## src/rtl/reg_bank_pkg.sv

```systemverilog
`default_nettype none
// ============================================================================
//  Module      : reg_bank_pkg
//  Description : Shared constants and FSM encoding for the register bank
//                that faces the accumulator in the 8-bit datapath.
//  Revision    : 1.0  initial release
// ============================================================================
package reg_bank_pkg;

  localparam int DEF_WIDTH = 8;  // matches the accumulator width
  localparam int DEF_NREGS = 4;  // power of two, at least 2
  localparam int DEF_AW    = 2;  // log2(DEF_NREGS)

  // Store pipeline: IDLE = no write in flight, WPEND = captured address
  // waiting for the accumulator dump data to arrive.
  typedef enum logic [0:0] {
    IDLE  = 1'b0,
    WPEND = 1'b1
  } state_t;

endpackage : reg_bank_pkg
`default_nettype wire

```

## src/rtl/reg_bank_fwd.sv

```systemverilog
`default_nettype none
// ============================================================================
//  Module      : reg_bank_fwd
//  Description : Read-after-write forwarding mux. Selects the in-flight
//                accumulator dump when the read hits the pending store
//                address, otherwise the stored register contents.
//  Revision    : 1.0  initial release
// ============================================================================
module reg_bank_fwd
  import reg_bank_pkg::*;
#(
  parameter int WIDTH = DEF_WIDTH,
  parameter int AW    = DEF_AW
) (
  input  logic [AW-1:0]    i_pend_addr,
  input  logic [AW-1:0]    i_rd_addr,
  input  logic             i_wr_pending,
  input  logic [WIDTH-1:0] i_reg_rdata,
  input  logic [WIDTH-1:0] i_in_acc,
  output logic [WIDTH-1:0] o_rd_next
);

  logic w_hit;

  // A hit only exists while a store is waiting for its data cycle; the
  // register still holds the old value then, so in_acc is the fresh one.
  assign w_hit     = i_wr_pending && (i_pend_addr == i_rd_addr);
  assign o_rd_next = w_hit ? i_in_acc : i_reg_rdata;

endmodule : reg_bank_fwd
`default_nettype wire

```

## src/rtl/reg_bank.sv

```systemverilog
`default_nettype none
// ============================================================================
//  Module      : reg_bank
//  Description : General-purpose register file for the accumulator datapath.
//                Stores the accumulator's registered dump one cycle after
//                StoreReg, supports back-to-back stores and forwards the
//                in-flight value to a read of the pending address.
//  Revision    : 1.0  initial release
// ============================================================================
module reg_bank
  import reg_bank_pkg::*;
#(
  parameter int WIDTH = DEF_WIDTH,
  parameter int NREGS = DEF_NREGS,
  parameter int AW    = DEF_AW
) (
  input  logic             clk,
  input  logic             reset,      // asynchronous, active-low
  input  logic             StoreReg,
  input  logic [AW-1:0]    RegAddrW,
  input  logic             ReadReg,
  input  logic [AW-1:0]    RegAddrR,
  input  logic [WIDTH-1:0] in_acc,
  output logic [WIDTH-1:0] out_acc,
  output logic             wr_pending
);

  state_t           r_state;
  state_t           w_state_nxt;
  logic [AW-1:0]    r_pend_addr;
  logic [WIDTH-1:0] r_regs [NREGS];
  logic [WIDTH-1:0] r_out_acc;
  logic [WIDTH-1:0] w_rd_next;
  logic             w_commit;

  assign w_commit   = (r_state == WPEND);
  assign wr_pending = w_commit;
  assign out_acc    = r_out_acc;

  // State register for the store pipeline.
  always_ff @(posedge clk or negedge reset) begin
    if (!reset) begin
      r_state <= IDLE;
    end else begin
      r_state <= w_state_nxt;
    end
  end

  // Any StoreReg (re)arms WPEND, even while committing the previous store.
  always_comb begin
    w_state_nxt = IDLE;
    if (StoreReg) begin
      w_state_nxt = WPEND;
    end
  end

  // Latch the destination of a newly captured store.
  always_ff @(posedge clk or negedge reset) begin
    if (!reset) begin
      r_pend_addr <= '0;
    end else if (StoreReg) begin
      r_pend_addr <= RegAddrW;
    end
  end

  // Commit the dump data to the address captured on the previous edge.
  always_ff @(posedge clk or negedge reset) begin
    if (!reset) begin
      for (int i = 0; i < NREGS; i++) begin
        r_regs[i] <= '0;
      end
    end else if (w_commit) begin
      r_regs[r_pend_addr] <= in_acc;
    end
  end

  reg_bank_fwd #(
    .WIDTH (WIDTH),
    .AW    (AW)
  ) u_fwd (
    .i_pend_addr  (r_pend_addr),
    .i_rd_addr    (RegAddrR),
    .i_wr_pending (w_commit),
    .i_reg_rdata  (r_regs[RegAddrR]),
    .i_in_acc     (in_acc),
    .o_rd_next    (w_rd_next)
  );

  // Registered read port; holds its value when no read is requested.
  always_ff @(posedge clk or negedge reset) begin
    if (!reset) begin
      r_out_acc <= '0;
    end else if (ReadReg) begin
      r_out_acc <= w_rd_next;
    end
  end

endmodule : reg_bank
`default_nettype wire

```

## config.mk

```make
export PLATFORM = sky130hd
export DESIGN_NAME = reg_bank
export DESIGN_NICKNAME = d
export VERILOG_FILES = /design/src/rtl/reg_bank_pkg.sv /design/src/rtl/reg_bank_fwd.sv /design/src/rtl/reg_bank.sv
export SDC_FILE = /design/constraint.sdc
export NUM_CORES = 1
export LEC_CHECK = 0
export ABC_AREA = 1
export CORE_MARGIN = 2
export CORE_UTILIZATION = 58
export DETAILED_ROUTE_END_ITERATION = 10
export PLACE_DENSITY = 0.83
export SKIP_LAST_GASP = 1
export SLEW_MARGIN = 20
export SYNTH_ARGS = -nofsm -noshare
export SYNTH_HDL_FRONTEND = slang
export SYNTH_SLANG_ARGS = --single-unit
export TNS_END_PERCENT = 20
```

## constraint.sdc

```tcl
create_clock -name clk -period 2.1 [get_ports clk]
set_clock_uncertainty 0.1 [all_clocks]
set_input_delay 0.315 -clock clk [delete_from_list [all_inputs] [get_ports clk]]
set_output_delay 0.315 -clock clk [all_outputs]
set_load 0.05 [all_outputs]
```

**Yosys cells after proc, flatten, opt, wreduce, memory -nomap -nowiden**

Index checks and enable logic that the tools add are counted.

- $add $sub $neg: 0
- Multipliers: 0
- Divide/modulo/power cells: 0
- Order comparisons: 3
- Equality and inequality tests: 1
- Shifts and indexed selects: 0
- Muxes and demuxes: 8
- Bitwise operators: 2
- Reductions and logical operators: 2

Operators by type and width:

| operator | number |
|---|---|
| $bwmux W32 | 1 |
| $mux W8 | 4 |
| $bmux W8 S2 | 1 |
| $demux W8 S2 | 1 |
| $ge A3 B3 Y1 const B | 2 |
| $not A2 Y3 | 2 |
| $lt A3 B1 Y1 const B | 1 |
| $eq A2 B2 Y1 | 1 |
| $logic_and A1 B1 Y1 | 2 |
| $mux W1 | 1 |

- Register bits after elaboration: 43
- Latch bits: 0
- Bits in writable memories: 0
- Bits in read-only memories: 0
- Input port bits: 16
- Output and inout bits: 9
- Logic and storage cells: 23
- Memories kept: 0

**Longest topological paths before layout**

- Word-level depth: 6
- Mapped depth: 9

**Cells and area by module**

From an unflattened synthesis, not the netlist that was laid out.

- Cells, all modules: 313
- Area total of the unflattened synthesis: 2,372.3 um2

Modules (own cells, without submodules):

| module | instances | cells an instance | area an instance (um2) |
|---|---|---|---|
| reg_bank | 1 | 275 | 2,183.3 |
| reg_bank_fwd | 1 | 38 | 188.9 |

**Worst setup path after synthesis**

No wires, ideal clock.

- Kind: register -> register
- From: register r_state, in the netlist wr_pending
- To: register r_regs[5] in the netlist's numbering
- Setup time: 127 ps
- Arrival: 1,301 ps
- Required time: 1,873 ps
- Slack: 572 ps
- Cell stages (with the launch flop): 5
- Buffers on the path: 1
- Cell sequence: dfrtp_1 > nand3_1 > buf_2 > nand2_1 > o21ai_0

RTL lines:

| item | RTL line | source |
|---|---|---|
| from (decl) | reg_bank.sv:28 | `state_t r_state;` |
| from (signal assigned) | reg_bank.sv:45 | `r_state <= w_state_nxt;` |
| to (signal, indexed assignment) | reg_bank.sv:73 | `r_regs[r_pend_addr] <= in_acc;` |
| to (decl) | reg_bank.sv:31 | `logic [WIDTH-1:0] r_regs [NREGS];` |

**Worst setup path after layout**

- From: register r_out_acc[1], in the netlist out_acc[1]
- To: output port out_acc[1]

RTL lines:

| item | RTL line | source |
|---|---|---|
| from (decl) | reg_bank.sv:32 | `logic [WIDTH-1:0] r_out_acc;` |
| from (signal assigned) | reg_bank.sv:94 | `r_out_acc <= w_rd_next;` |
| to (decl) | reg_bank.sv:24 | `output logic [WIDTH-1:0] out_acc,` |

No word-level cell between the ends.

==> flow_summary.toml <==
[power]
pwr_density_cell_mw_per_mm2 = 899
p_sw_mw = 0.722
p_total_mw = 2.06
p_seq_share_pct = 54.2
pwr-share-comb_pct = 27.0
p_leak_nw = 1.15
power_switching_share_pct = 35.0
p_clk_share_pct = 18.8
p_int_mw = 1.34
ir_drop_mv = 0.612

[clock_tree]
postCtsSetupBuffers = 0
cts_htree_levels = 2
path_clk_slew_ps = 120
numCtsBuffers = 5
cts_tree = "done"
cts_num_sinks = 43
cts-root-buf = "clkbuf_4"
clk_latency_ps = 360
clk_path_buf_depth = 2

[route]
avgRoutedWirePerCell_um = 13.3
drtPass1Iterations = 6
drt-initial-drc-count = 141
vias_per_cell = 5.52
dr_total_vias = 1738
antenna_left = 0
wl_um = 4200
remaining_drc_errors = 0

[global_route]
grt.overflow.total = 0
grt_pass1_vias = 1590
grt_antenna_before_repair = 0
grt_max_degree = 44
grt.total_usage_pct = 24.6
grt_pass1_wl_um = 7460

[timing]
setup_violations = 0
slew_viol_final = 0
worst_pin_slew_ps = 623
timing.fmax_mhz = 517
setup_tns_ps = 0
rsz0062_at_grt = "false"
post-route-period-util_pct = 92.1
period_minus_slack_ps = 1930
max_slew_margin_pct = 58.3
finalHoldViolCount = 0

[floorplan]
io_pins = 25
initial_core_util_pct = 59.8
core-area_mm2 = 0.00328
die-area_mm2 = 0.00387
die_height_um = 62.2
die_w_um = 62.2
rows = 21

[finish]
syn2layout_area_growth_pct = 17.0
diodes = 0
num-fill-cells = 280
drive_gt1_share_pct = 6.69
final_nets = 284

[worst_setup_path]
cp_max_fo = 2
slowest_delay_ps = 800
path_buf_inv = 1
r2r_setup_slack_ps = 510
cp_cell_sequence = "clkdlybuf4s50_1"
start_kind = "flip-flop"
end_kind = "output port"
critPathSlowestCell = "clkdlybuf4s50_1"
worst_ep_arrival_time_ps = 1520
criticalPathCategory = "flip-flop to output port"
cpLargestDelayFamily = "buffers and inverters"
required_ps = 1680

[run_status]
status = "finished, final reports clean"

[yosys]
synth_cell_type_count = 13
yosys.area.top_type_share_pct = 54.8
synth_nets = 257
synth_warnings = 0
synth.largest_area_cell = "dfrtp_1"
mappedNetlistArea_mm2 = 0.00196
synth_common_cells = "nand2_1 (102), dfrtp_1 (43), o21ai_0 (34)"
synth_area_leaders = "dfrtp_1 (55%), nand2_1 (20%), o21ai_0 (8.7%)"
async_reset_ff_share_pct = 100
syn_avg_cell_area_um2 = 8.15
synth_edf_count = 0
postSynthCellCount = 241
synth_most_common_cell = "nand2_1"
synth-seq-area-share_pct = 54.8
synthFlopType = "dfrtp_1"
ys_ff_latch = 43

[placement]
gp_congestion = 0.834
dp_hpwl_um = 2940
io_buffers = 24

[hold_path]
min_path_type = "input port to flip-flop"

[run]
maxCapViolations = 0
-- worst register-to-register path, stage by stage, from the launching register on --
cell and delay (ps):
dfrtp_1 420, inv_1 140, nand3_1 470, o21ai_0 390
-- through the flow --
step | instances | hold slack (ps) | util [%] | setup WS, ps | instance area [um^2]
2_1_floorplan | 241 | -80.6 | - | 572 | 1960
4_1_cts | 315 | 393 | 69.9 | 42.5 | 2290
3_5_place_dp | 306 | 308 | 68.0 | 212 | 2230
5_1_grt | 315 | 406 | 69.9 | 85.0 | 2300
3_3_place_gp | 306 | 309 | 68.0 | 264 | 2230
6_report | 315 | 397 | 69.9 | 166 | 2300
-- final cells by class --
cell class,count,area [um^2],share of cell area (%)
clock inverter,3,15.0,0.654
timing repair buffer,29,278,12.1
sequential,43,1080,46.8
inverter,13,48.8,2.12
multi-input combinational,176,785,34.2
clock buffer,5,37.5,1.63
tap,46,57.6,2.51
-- sequential cells by signal, indices dropped and copies added (netlist names) --
signal	count
out_acc	8
wr_pending	1
r_pend_addr	2
r_regs	32
-- path summary, 6_finish.rpt --
| kind | startpoint | endpoint | cells past startpoint |
|---|---|---|---|
| max reg2reg | r_pend_addr[1]$_DFFE_PN0P_ | r_regs[21]$_DFFE_PN0P_ | 3 |
| max | out_acc[1]$_DFFE_PN0P_ | out_acc[1] | 1 |
| min in group asynchronous | reset | r_regs[23]$_DFFE_PN0P_ | 3 |
| min reg2reg | out_acc[3]$_DFFE_PN0P_ | out_acc[3]$_DFFE_PN0P_ | 2 |
| max in group asynchronous | reset | r_regs[14]$_DFFE_PN0P_ | 3 |
| min | StoreReg | wr_pending$_DFF_PN0_ | 1 |
-- per-layer routing --
metal	track usage (%)	up-vias	routed length (um)	share of wire, %
met5	0	-	0	0
met4	8.61	0	103	2.5
met3	5.43	11	339	8.1
met2	39.0	82	1920	46
met1	33.9	805	1840	44
li1	-	840	-	-
-- kinds of logic (layout without fill, tap and decap cells) --
logic type | Yosys count | count (layout) | share of synthesized area [%]
flops | 43 | 43 | 54.8
simple gates | 142 | 142 | 31.3
buf+inv | 22 | 50 | 5.23
compound gates | 34 | 34 | 8.67
-- power groups by stage --
| stage | Clock, mW | Combinational, mW | Sequential, mW |
|---|---|---|---|
| final | 0.388 | 0.557 | 1.12 |
| after CTS | 0.393 | 0.559 | 1.12 |
| after detailed placement | 0 | 0.555 | 1.13 |
| after global routing | 0.442 | 0.628 | 1.14 |
| after global placement | 0 | 0.537 | 1.12 |
| after floorplan | 0 | 0.283 | 1.21 |
-- cell usage in the layout (no fill, tap or decap) --
master           instances
nand2_1                102
dfrtp_1                 43
o21ai_0                 34
nand3_1                 28
clkdlybuf4s50_1         22
inv_1                   12
nand4_1                  8
clkbuf_4                 5
buf_4                    4
clkinv_2                 3
nand2_2                  2
inv_2                    1
nand2_4                  1
nand3_4                  1
dlygate4sd3_1            1
buf_2                    1
dlymetal6s2s_1           1
-- what timing repair did --
item,4_1_cts,5_1_grt
endpoints found under the hold margin,43,0
hold buffers,1,0
resized for setup,0,1
endpoints found under the setup margin,0,1
Power figures use the tool's default switching activity.
